### src/rtl/clock_pkg.sv
// Shared clocking definitions: PLL lock controller state type and default timing constants.
package clock_pkg;

    typedef enum logic [2:0] {
        RST_PLL,
        WAIT_LOCK,
        HOLDOFF,
        RUN,
        FAULT
    } pll_ctrl_state_t;

    localparam int DEF_RST_CYC          = 16;
    localparam int DEF_LOCK_TIMEOUT_CYC = 2700000;
    localparam int DEF_HOLDOFF_CYC      = 270;
    localparam int DEF_LOSS_FILT_CYC    = 4;
    localparam int DEF_MAX_RETRY        = 7;

    function automatic int max3(input int a, input int b, input int c);
        int m;
        m = (a > b) ? a : b;
        return (m > c) ? m : c;
    endfunction

endpackage

### src/rtl/sync_2ff.sv
// Two-flop synchronizer for a single asynchronous status line.
module sync_2ff (
    input  logic clk,
    input  logic rst_n,
    input  logic d,
    output logic q
);

    logic meta;

    always_ff @(posedge clk or negedge rst_n) begin
        if (!rst_n) begin
            meta <= 1'b0;
            q    <= 1'b0;
        end else begin
            meta <= d;
            q    <= meta;
        end
    end

endmodule

### src/rtl/pll_lock_ctrl.sv
// PLL reset sequencer: pulses the PLL reset, waits for a stable lock, reports readiness,
// retries on lock timeout, and counts lock losses while running.
module pll_lock_ctrl
    import clock_pkg::*;
#(
    parameter int RST_CYC          = DEF_RST_CYC,
    parameter int LOCK_TIMEOUT_CYC = DEF_LOCK_TIMEOUT_CYC,
    parameter int HOLDOFF_CYC      = DEF_HOLDOFF_CYC,
    parameter int LOSS_FILT_CYC    = DEF_LOSS_FILT_CYC,
    parameter int MAX_RETRY        = DEF_MAX_RETRY
) (
    input  logic       clk_27m,
    input  logic       rst_n,
    input  logic       pll_locked,
    output logic       pll_rst,
    output logic       clk_ready,
    output logic       fault,
    output logic [2:0] retry_cnt,
    output logic [7:0] loss_cnt
);

    localparam int TMR_MAX = max3(RST_CYC, LOCK_TIMEOUT_CYC, HOLDOFF_CYC);
    localparam int TMR_W   = (TMR_MAX > 1) ? $clog2(TMR_MAX) : 1;
    localparam int FILT_W  = (LOSS_FILT_CYC > 1) ? $clog2(LOSS_FILT_CYC + 1) : 1;

    localparam logic [TMR_W-1:0]  T_RST   = TMR_W'(RST_CYC - 1);
    localparam logic [TMR_W-1:0]  T_LOCK  = TMR_W'(LOCK_TIMEOUT_CYC - 1);
    localparam logic [TMR_W-1:0]  T_HOLD  = TMR_W'(HOLDOFF_CYC - 1);
    localparam logic [FILT_W-1:0] F_LAST  = FILT_W'(LOSS_FILT_CYC - 1);
    localparam logic [3:0]        R_LIMIT = 4'(MAX_RETRY);

    logic            lk;
    pll_ctrl_state_t state, state_nxt;
    logic [TMR_W-1:0]  tmr, tmr_nxt;
    logic [FILT_W-1:0] filt, filt_nxt;
    logic [2:0]        retry_nxt;
    logic [7:0]        loss_nxt;
    logic [3:0]        retry_inc;

    sync_2ff u_lock_sync (
        .clk   (clk_27m),
        .rst_n (rst_n),
        .d     (pll_locked),
        .q     (lk)
    );

    always_ff @(posedge clk_27m or negedge rst_n) begin
        if (!rst_n) begin
            state     <= RST_PLL;
            tmr       <= T_RST;
            filt      <= '0;
            pll_rst   <= 1'b1;
            clk_ready <= 1'b0;
            fault     <= 1'b0;
            retry_cnt <= 3'd0;
            loss_cnt  <= 8'd0;
        end else begin
            state     <= state_nxt;
            tmr       <= tmr_nxt;
            filt      <= filt_nxt;
            pll_rst   <= (state_nxt == RST_PLL) || (state_nxt == FAULT);
            clk_ready <= (state_nxt == RUN);
            fault     <= (state_nxt == FAULT);
            retry_cnt <= retry_nxt;
            loss_cnt  <= loss_nxt;
        end
    end

    always_comb begin
        state_nxt = state;
        tmr_nxt   = tmr;
        filt_nxt  = '0;
        retry_nxt = retry_cnt;
        loss_nxt  = loss_cnt;
        retry_inc = {1'b0, retry_cnt} + 4'd1;
        case (state)
            RST_PLL: begin
                if (tmr == '0) begin
                    state_nxt = WAIT_LOCK;
                    tmr_nxt   = T_LOCK;
                end else begin
                    tmr_nxt = tmr - 1'b1;
                end
            end
            WAIT_LOCK: begin
                // A lock seen on the expiry cycle wins over the timeout
                if (lk) begin
                    state_nxt = HOLDOFF;
                    tmr_nxt   = T_HOLD;
                end else if (tmr == '0) begin
                    retry_nxt = (retry_inc > 4'd7) ? 3'd7 : retry_inc[2:0];
                    if (retry_inc > R_LIMIT) begin
                        state_nxt = FAULT;
                    end else begin
                        state_nxt = RST_PLL;
                        tmr_nxt   = T_RST;
                    end
                end else begin
                    tmr_nxt = tmr - 1'b1;
                end
            end
            HOLDOFF: begin
                if (!lk) begin
                    state_nxt = WAIT_LOCK;
                    tmr_nxt   = T_LOCK;
                end else if (tmr == '0) begin
                    state_nxt = RUN;
                end else begin
                    tmr_nxt = tmr - 1'b1;
                end
            end
            RUN: begin
                if (lk) begin
                    filt_nxt = '0;
                end else if (filt == F_LAST) begin
                    loss_nxt  = (loss_cnt == 8'hFF) ? 8'hFF : loss_cnt + 8'd1;
                    retry_nxt = 3'd0;
                    state_nxt = RST_PLL;
                    tmr_nxt   = T_RST;
                end else begin
                    filt_nxt = filt + 1'b1;
                end
            end
            FAULT: begin
                state_nxt = FAULT;
            end
            default: begin
                state_nxt = RST_PLL;
                tmr_nxt   = T_RST;
            end
        endcase
    end

endmodule
### config.mk
export PLATFORM = sky130hd
export DESIGN_NAME = pll_lock_ctrl
export DESIGN_NICKNAME = d
export VERILOG_FILES = /design/src/rtl/clock_pkg.sv /design/src/rtl/sync_2ff.sv /design/src/rtl/pll_lock_ctrl.sv
export SDC_FILE = /design/constraint.sdc
export NUM_CORES = 1
export LEC_CHECK = 0
export ABC_AREA = 1
export BUFFER_PORTS_ARGS = -buffer_cell sky130_fd_sc_hd__buf_2
export CAP_MARGIN = 20
export CORE_MARGIN = 5
export CORE_UTILIZATION = 25
export CTS_BUF_LIST = sky130_fd_sc_hd__clkbuf_8
export DETAILED_ROUTE_END_ITERATION = 16
export PLACE_DENSITY = 0.36
export SYNTH_ARGS = -nofsm -noshare
export SYNTH_HDL_FRONTEND = slang
export SYNTH_SLANG_ARGS = --single-unit
### constraint.sdc
create_clock -name clk_27m -period 2.2 [get_ports clk_27m]
set_clock_uncertainty 0.1 [all_clocks]
set_input_delay 0.11 -clock clk_27m [delete_from_list [all_inputs] [get_ports clk_27m]]
set_output_delay 0.11 -clock clk_27m [all_outputs]
set_load 0.01 [all_outputs]
==> results of run 1 <==
-- routing by layer --
metal | track usage (%) | vias to the layer above | routed length, um
met4 | 3.80 | 0 | 119
li1 | - | 1242 | -
met3 | 2.11 | 9 | 140
met5 | 0 | - | 0
met2 | 17.6 | 20 | 3110
met1 | 16.1 | 1101 | 3640
-- cell usage after synthesis (3+ instances only) --
| cell | count | share of area [%] |
|---|---|---|
| sky130_fd_sc_hd__a21oi_1 | 4 | 0.74 |
| sky130_fd_sc_hd__dfrtp_1 | 39 | 36 |
| sky130_fd_sc_hd__dfstp_2 | 5 | 4.8 |
| sky130_fd_sc_hd__ha_1 | 4 | 1.8 |
| sky130_fd_sc_hd__inv_1 | 41 | 5.7 |
| sky130_fd_sc_hd__inv_2 | 4 | 0.55 |
| sky130_fd_sc_hd__nand2_1 | 131 | 18 |
| sky130_fd_sc_hd__nand3_1 | 28 | 5.2 |
| sky130_fd_sc_hd__nand4_1 | 4 | 0.92 |
| sky130_fd_sc_hd__nor2_1 | 50 | 6.9 |
| sky130_fd_sc_hd__nor2_2 | 4 | 0.92 |
| sky130_fd_sc_hd__o21ai_0 | 19 | 3.5 |
| sky130_fd_sc_hd__o21ai_1 | 5 | 0.92 |
| sky130_fd_sc_hd__or2_0 | 3 | 0.69 |
| sky130_fd_sc_hd__xnor2_1 | 4 | 1.3 |
| sky130_fd_sc_hd__xor2_1 | 10 | 3.2 |
-- logic make-up after synthesis --
kind of cell / count (synthesis) / synth area share (%)
flip-flops: 44 / 40.7
AND/OR/NAND/NOR: 236 / 39.3
adder cells (fa/ha/maj): 4 / 1.84
buffers and inverters: 48 / 7.36
XOR/XNOR: 14 / 4.51
AO/OA/AOI/OAI: 32 / 6.26
-- state kept, by name, indices dropped and copies added, names as in the netlist --
signal            cells
tmr                  22
loss_cnt              8
filt                  3
retry_cnt             3
state                 3
clk_ready             1
fault                 1
pll_rst               1
u_lock_sync.meta      1
u_lock_sync.q         1
-- worst max path at each step --
stage / cells past startpoint / from / slack [ns] / end
CTS: 11 / tmr[0] / 0.11 / tmr[19]
global route: 9 / tmr[0] / 0.002 / tmr[13]
finish: 11 / tmr[0] / 0.14 / tmr[6]
detailed placement: 11 / tmr[0] / 0.13 / tmr[19]
floorplan: 11 / tmr[0] / 0.35 / tmr[20]
global placement: 11 / tmr[0] / 0.16 / tmr[19]
-- power by group --
group	switching (mW)	leakage, nW	total, mW	internal [mW]
registers	0.213	0.579	1.26	1.05
clock network	0.323	0.0548	0.666	0.343
logic	1.29	1.08	1.97	0.679
-- per-stage QoR --
step	util (%)	instance area [um2]	hold WS, ns	cells
finish	29.5	3170	0.219	550
global route	29.5	3170	0.274	550
CTS	29.3	3150	0.242	549
detailed placement	28.1	3020	0.0326	539
global placement	28.1	3020	0.0349	539
floorplan	-	2720	-0.286	378
-- repair_timing --
item                                    CTS  global route
endpoints found under the hold margin    21             0
endpoints found under the setup margin    0             3
hold buffers                              2             0
resized for setup                         0             2
-- cells in the final DEF, fill, tap and decap left out, types with 4 or more instances in the layout --
cell type                  count
sky130_fd_sc_hd__buf_2        16
sky130_fd_sc_hd__clkbuf_8      5
sky130_fd_sc_hd__xor2_1       10
sky130_fd_sc_hd__a21oi_1       4
sky130_fd_sc_hd__buf_4         7
sky130_fd_sc_hd__ha_1          4
sky130_fd_sc_hd__o21ai_0      19
sky130_fd_sc_hd__xnor2_1       4
sky130_fd_sc_hd__nand3_1      28
sky130_fd_sc_hd__nand2_1     130
sky130_fd_sc_hd__inv_1        41
sky130_fd_sc_hd__nand4_1       4
sky130_fd_sc_hd__nor2_1       50
sky130_fd_sc_hd__nor2_2        5
sky130_fd_sc_hd__dfstp_2       5
sky130_fd_sc_hd__o21ai_1       5
sky130_fd_sc_hd__inv_2         4
sky130_fd_sc_hd__dfrtp_1      39
-- area by class of cell --
class | instances | area [um2]
repair buffers | 26 | 173
fillers | 1260 | 7580
well taps | 140 | 175
inverters | 45 | 169
clock buffers | 5 | 68.8
multi-input cells | 287 | 1430
flip-flops and latches | 44 | 1110
clock inverters | 3 | 46.3
==> impl_metrics.csv, run 1 <==
group,metric,value,unit
sta,setup-violations-final,0,
setup_path,path_buf_inv,1,
global_routing,wire_length_of_the_first_global_routing_pass,11900,um
sta,rsz0062_at_grt,"no",
floorplan,die_area,13100,um2
cells_and_area,drive_gt1_share,14.6,%
clocking,clock_sinks,44,
synthesis,postSynth.asyncResetShare,100,%
setup_path,critical-path-slowest-cell,"sky130_fd_sc_hd__dfstp_2",
setup_path,crit_required,2.36,ns
detailed_routing,avgRoutedWirePerCell,12.7,um
setup_path,crit_arrival,2.22,ns
sta,tns,0,ns
synthesis,instance_count_of_the_mapped_netlist,378,
detailed_routing,detail-route-antenna-nets,0,
global_routing,globalRouteOverflowTotal,0,
detailed_routing,drc,0,
synthesis,synthesis.yosys.warnings,0,
synthesis,postSynthNetCount,385,
placement,post_detail_place_hpwl,5300,um
clocking,cts-htree-levels,2,
cells_and_area,antenna_cells,0,
sta,timing.final.ws_setup,0.141,ns
setup_path,endpoint_kind,"flip-flop",
detailed_routing,overall_via_count_from_detail_route,2372,
floorplan,die_y,114,um
global_routing,grt_antenna_before_repair,0,
power,ir_drop,0.434,mV
clocking,root_buffer,"sky130_fd_sc_hd__clkbuf_8",
placement,routabilityCongestion,0.783,
detailed_routing,violation_count_after_the_first_detailed_routing_iteration,103,
synthesis,syn_area,2720,um2
clocking,clk_latency,0.31,ns
clocking,post_cts_setup_buffer_count,0,
sta,layout_worst_path_cycle_share,93.6,%
clocking,cts_tree,"built",
clocking,ctsLongestPathBuffers,2,
setup_path,gate_family_responsible_for_the_most_delay_along_the_worst_path,"simple AND/OR/NAND/NOR gates",
floorplan,placement_rows,38,
synthesis,postSynth.topFlopCell,"sky130_fd_sc_hd__dfrtp_1",
global_routing,grt_max_degree,24,
setup_path,crit_chain,"inv_1 -> ha_1 -> nand2_2 -> nor2_8 -> nand2_4 -> nor2_8 -> nand2_8 -> nand3_2 -> nor2_2 -> nand2_1 -> nand2_1",
setup_path,worst-setup-path-type,"flip-flop to flip-flop",
setup_path,r2r_end,"tmr[6]",
placement,place_worst_setup_slack,0.133,ns
global_routing,vias_in_the_first_global_route,2345,
outcome,status,"completed",
power,power_dens_cells,1230,nW/um2
synthesis,postSynthRegisterBits,44,
floorplan,horizontal_die_dimension,114,um
synthesis,synth_enable_flop_cells,0,
floorplan,core_area,10700,um2
setup_path,worstPathMaxFanout,9,
detailed_routing,drt_first_pass_iters,4,
cells_and_area,area_growth,16.5,%
power,total_power,3.90,mW
global_routing,globalRouteTotalUtil,11.4,%
floorplan,num_io_pins,17,
hold_path,hold_path.class,"input port to asynchronous set/reset pin",
detailed_routing,wl,7010,um
sta,slew_violations,0,
sta,tightest_slew,0.542,ns
power,p_leak,1.71,nW
sta,relative_max_transition_margin,63.8,%
setup_path,reg2reg_depth,11,
setup_path,crit_path_max_incr_delay,0.57,ns
detailed_routing,vias_per_cell,4.31,
synthesis,synth_seq_area_share,40.7,%
synthesis,avgSynthCellArea,7.20,um2
job,maxCapViolCount,0,
sta,max_clock_freq,486,MHz
placement,io_buffers,16,
setup_path,setup.worst_path.start_class,"flip-flop",
floorplan,start_util,25.3,%
clocking,cts_inserted_buffers,5,
cells_and_area,nNetsFinal,416,
sta,finalWorstPathRequiredPeriod,2.06,ns
setup_path,r2r_start,"tmr[0]",
sta,finalHoldViolations,0,
setup_path,reg2reg_slack,0.14,ns
synthesis,synthDistinctLibCells,34,
clocking,clk_pin_slew_worst_paths,0.10,ns
Note: power is estimated with default switching activity, not from simulation.
==> run 2, diff against run 1 <==
CTS_CLUSTER_DIAMETER = 120   (was unset)
RECOVER_POWER = 100   (was unset)
==> run 2 against run 1 <==
Register-to-register slack better by 0.02 ns; combinational power is 4% lower; worst setup slack better by 0.022 ns; power is 1.8% lower; final cell count stayed put; via count is 0.13% higher; sequential cell count stayed put; first-iteration DRC count is 11% higher; routed wire length hardly changed; maximum frequency is 1.1% higher; critical path depth is 2 lower; clock power hardly changed.
==> impl_metrics.csv, run 2 (synthesis gave the netlist of run 1 again) <==
group,metric,value,unit
cells_and_area,highest_count_cells_in_the_layout_ignoring_fill_and_taps,"sky130_fd_sc_hd__nand2_1 (130), sky130_fd_sc_hd__nor2_1 (51), sky130_fd_sc_hd__inv_1 (43), sky130_fd_sc_hd__dfrtp_1 (39), sky130_fd_sc_hd__nand3_1 (28)",
cells_and_area,design_area,3110,um2
sta,slew_violations,0,
detailed_routing,wl,7010,um
detailed_routing,routed.top_layer,"met4",
cells_and_area,drive_gt1_share,9.51,%
detailed_routing,drt_first_pass_iters,4,
sta,finalWorstPathRequiredPeriod,2.04,ns
placement,placed_area,3020,um2
clocking,cts_tree,"built",
clocking,clk_pin_slew_worst_paths,0.10,ns
global_routing,globalRouteTotalUtil,11.4,%
detailed_routing,routed-wl-met2,3090,um
power,power_switching_share,46.9,%
global_routing,grt_max_degree,24,
cells_and_area,final_common_cell,"sky130_fd_sc_hd__nand2_1",
job,maxCapViolCount,0,
power,power_switching,1.80,mW
sta,finalHoldViolations,0,
cells_and_area,nNetsFinal,416,
sta,relative_max_transition_margin,13.0,%
setup_path,crit_arrival,2.15,ns
hold_path,hold_path.class,"flip-flop to flip-flop",
detailed_routing,detail-route-antenna-nets,0,
power,ir_drop,0.420,mV
sta,layout_worst_path_cycle_share,92.6,%
placement,post_detail_place_hpwl,5300,um
detailed_routing,violation_count_after_the_first_detailed_routing_iteration,114,
placement,io_buffers,16,
detailed_routing,vias_per_cell,4.32,
floorplan,core_area,10700,um2
floorplan,horizontal_die_dimension,114,um
clocking,post_cts_setup_buffer_count,0,
floorplan,num_io_pins,17,
power,power_report.internal_total,2.03,mW
sta,rsz0062_at_grt,"no",
setup_path,endpoint_kind,"flip-flop",
cells_and_area,n_fill_cell,1268,
power,comb_power_share,49.8,%
floorplan,placement_rows,38,
sta,setup-violations-final,0,
global_routing,wire_length_of_the_first_global_routing_pass,11900,um
sta,timing.final.ws_setup,0.163,ns
clocking,clock_sinks,44,
setup_path,worst-setup-path-type,"flip-flop to flip-flop",
sta,tightest_slew,1.31,ns
setup_path,setup.worst_path.start_class,"flip-flop",
power,seq_power_share,32.9,%
floorplan,die_area,13100,um2
placement,place_worst_setup_slack,0.133,ns
power,power_dens_cells,1230,nW/um2
cells_and_area,largest_register_ffs,22,
detailed_routing,wire_length_the_detailed_router_placed_on_met1,3640,um
outcome,status,"completed",
global_routing,globalRouteOverflowTotal,0,
global_routing,grt_antenna_before_repair,0,
cells_and_area,registers.top_by_ff_count,"tmr",
detailed_routing,overall_via_count_from_detail_route,2375,
cells_and_area,antenna_cells,0,
clocking,cts-htree-levels,2,
cells_and_area,area_growth,14.4,%
sta,max_clock_freq,491,MHz
clocking,root_buffer,"sky130_fd_sc_hd__clkbuf_8",
sta,tns,0,ns
clocking,clk_latency,0.31,ns
power,total_power,3.83,mW
setup_path,worstPathMaxFanout,10,
floorplan,start_util,25.3,%
detailed_routing,met3_length,166,um
clocking,ctsLongestPathBuffers,2,
detailed_routing,drc,0,
power,share_of_total_power_in_the_clock_network,17.4,%
placement,routabilityCongestion,0.783,
detailed_routing,avgRoutedWirePerCell,12.7,um
floorplan,die_y,114,um
global_routing,vias_in_the_first_global_route,2345,
clocking,cts_inserted_buffers,5,
setup_path,crit_required,2.31,ns
power,p_leak,1.63,nW
cells_and_area,reg_top3,"tmr x22, loss_cnt x8",
## run 2: cell count changes in the layout (fill, tap and decap cells not counted), sizes merged
cell,change
buf,-19
clkbuf,+19
## run 2: power by group through the flow
| stage | clock network, mW | logic (mW) | registers [mW] |
|---|---|---|---|
| floorplan | 0 | 1.50 | 1.24 |
| global placement | 0 | 1.99 | 1.28 |
| detailed placement | 0 | 1.96 | 1.27 |
| CTS | 0.704 | 1.98 | 1.26 |
| global route | 0.734 | 2.23 | 1.30 |
| finish | 0.666 | 1.90 | 1.26 |
## run 2: timing repair
item,4_1_cts,5_1_grt
hold buffers,2,0
endpoints found under the hold margin,21,0
setup endpoints to repair,0,3
gates resized for setup,0,2
## run 2: critical path: stages (launching register included)
cell and delay, ns:
sky130_fd_sc_hd__dfstp_2 0.40, sky130_fd_sc_hd__inv_1 0.09, sky130_fd_sc_hd__ha_1 0.22, sky130_fd_sc_hd__nand2_2 0.13
sky130_fd_sc_hd__nor2_8 0.18, sky130_fd_sc_hd__nand3_4 0.14, sky130_fd_sc_hd__a21oi_1 0.42, sky130_fd_sc_hd__nor2_2 0.12
sky130_fd_sc_hd__nand2_1 0.09, sky130_fd_sc_hd__nand2_1 0.05
## run 2: final timing paths
| path | cells after the start | from | slack (ns) | end |
|---|---|---|---|---|
| max | 9 | tmr[0] | 0.16 | tmr[6] |
| min reg2reg | 0 | u_lock_sync.meta | 0.27 | u_lock_sync.q |
| max in group asynchronous | 3 | rst_n | 0.66 | tmr[3] |
| min in group asynchronous | 2 | rst_n | 0.51 | tmr[17] |
| min | 0 | u_lock_sync.meta | 0.27 | u_lock_sync.q |
| max reg2reg | 9 | tmr[0] | 0.16 | tmr[6] |
## run 2: through the flow
stage               utilization, %  hold slack (ns)  std cells
floorplan                        -           -0.286        378
global placement              28.1           0.0349        539
detailed placement            28.1           0.0326        539
CTS                           29.3            0.242        549
global route                  29.0            0.285        550
finish                        29.0            0.268        550
## run 2: layout make-up
type,instances,area [um2],share of cell area (%)
clock buffers,5,68.8,2.21
inverters,45,169,5.43
flip-flops and latches,44,1110,35.6
repair buffers,26,141,4.54
multi-input cells,287,1410,45.1
clock inverters,3,46.3,1.49
well taps,140,175,5.63
## run 2: per-layer routing
layer / GRT usage, % / up-vias
met5: 0 / -
met4: 3.80 / 0
met3: 2.11 / 9
met2: 17.6 / 24
met1: 16.1 / 1102
li1: - / 1240
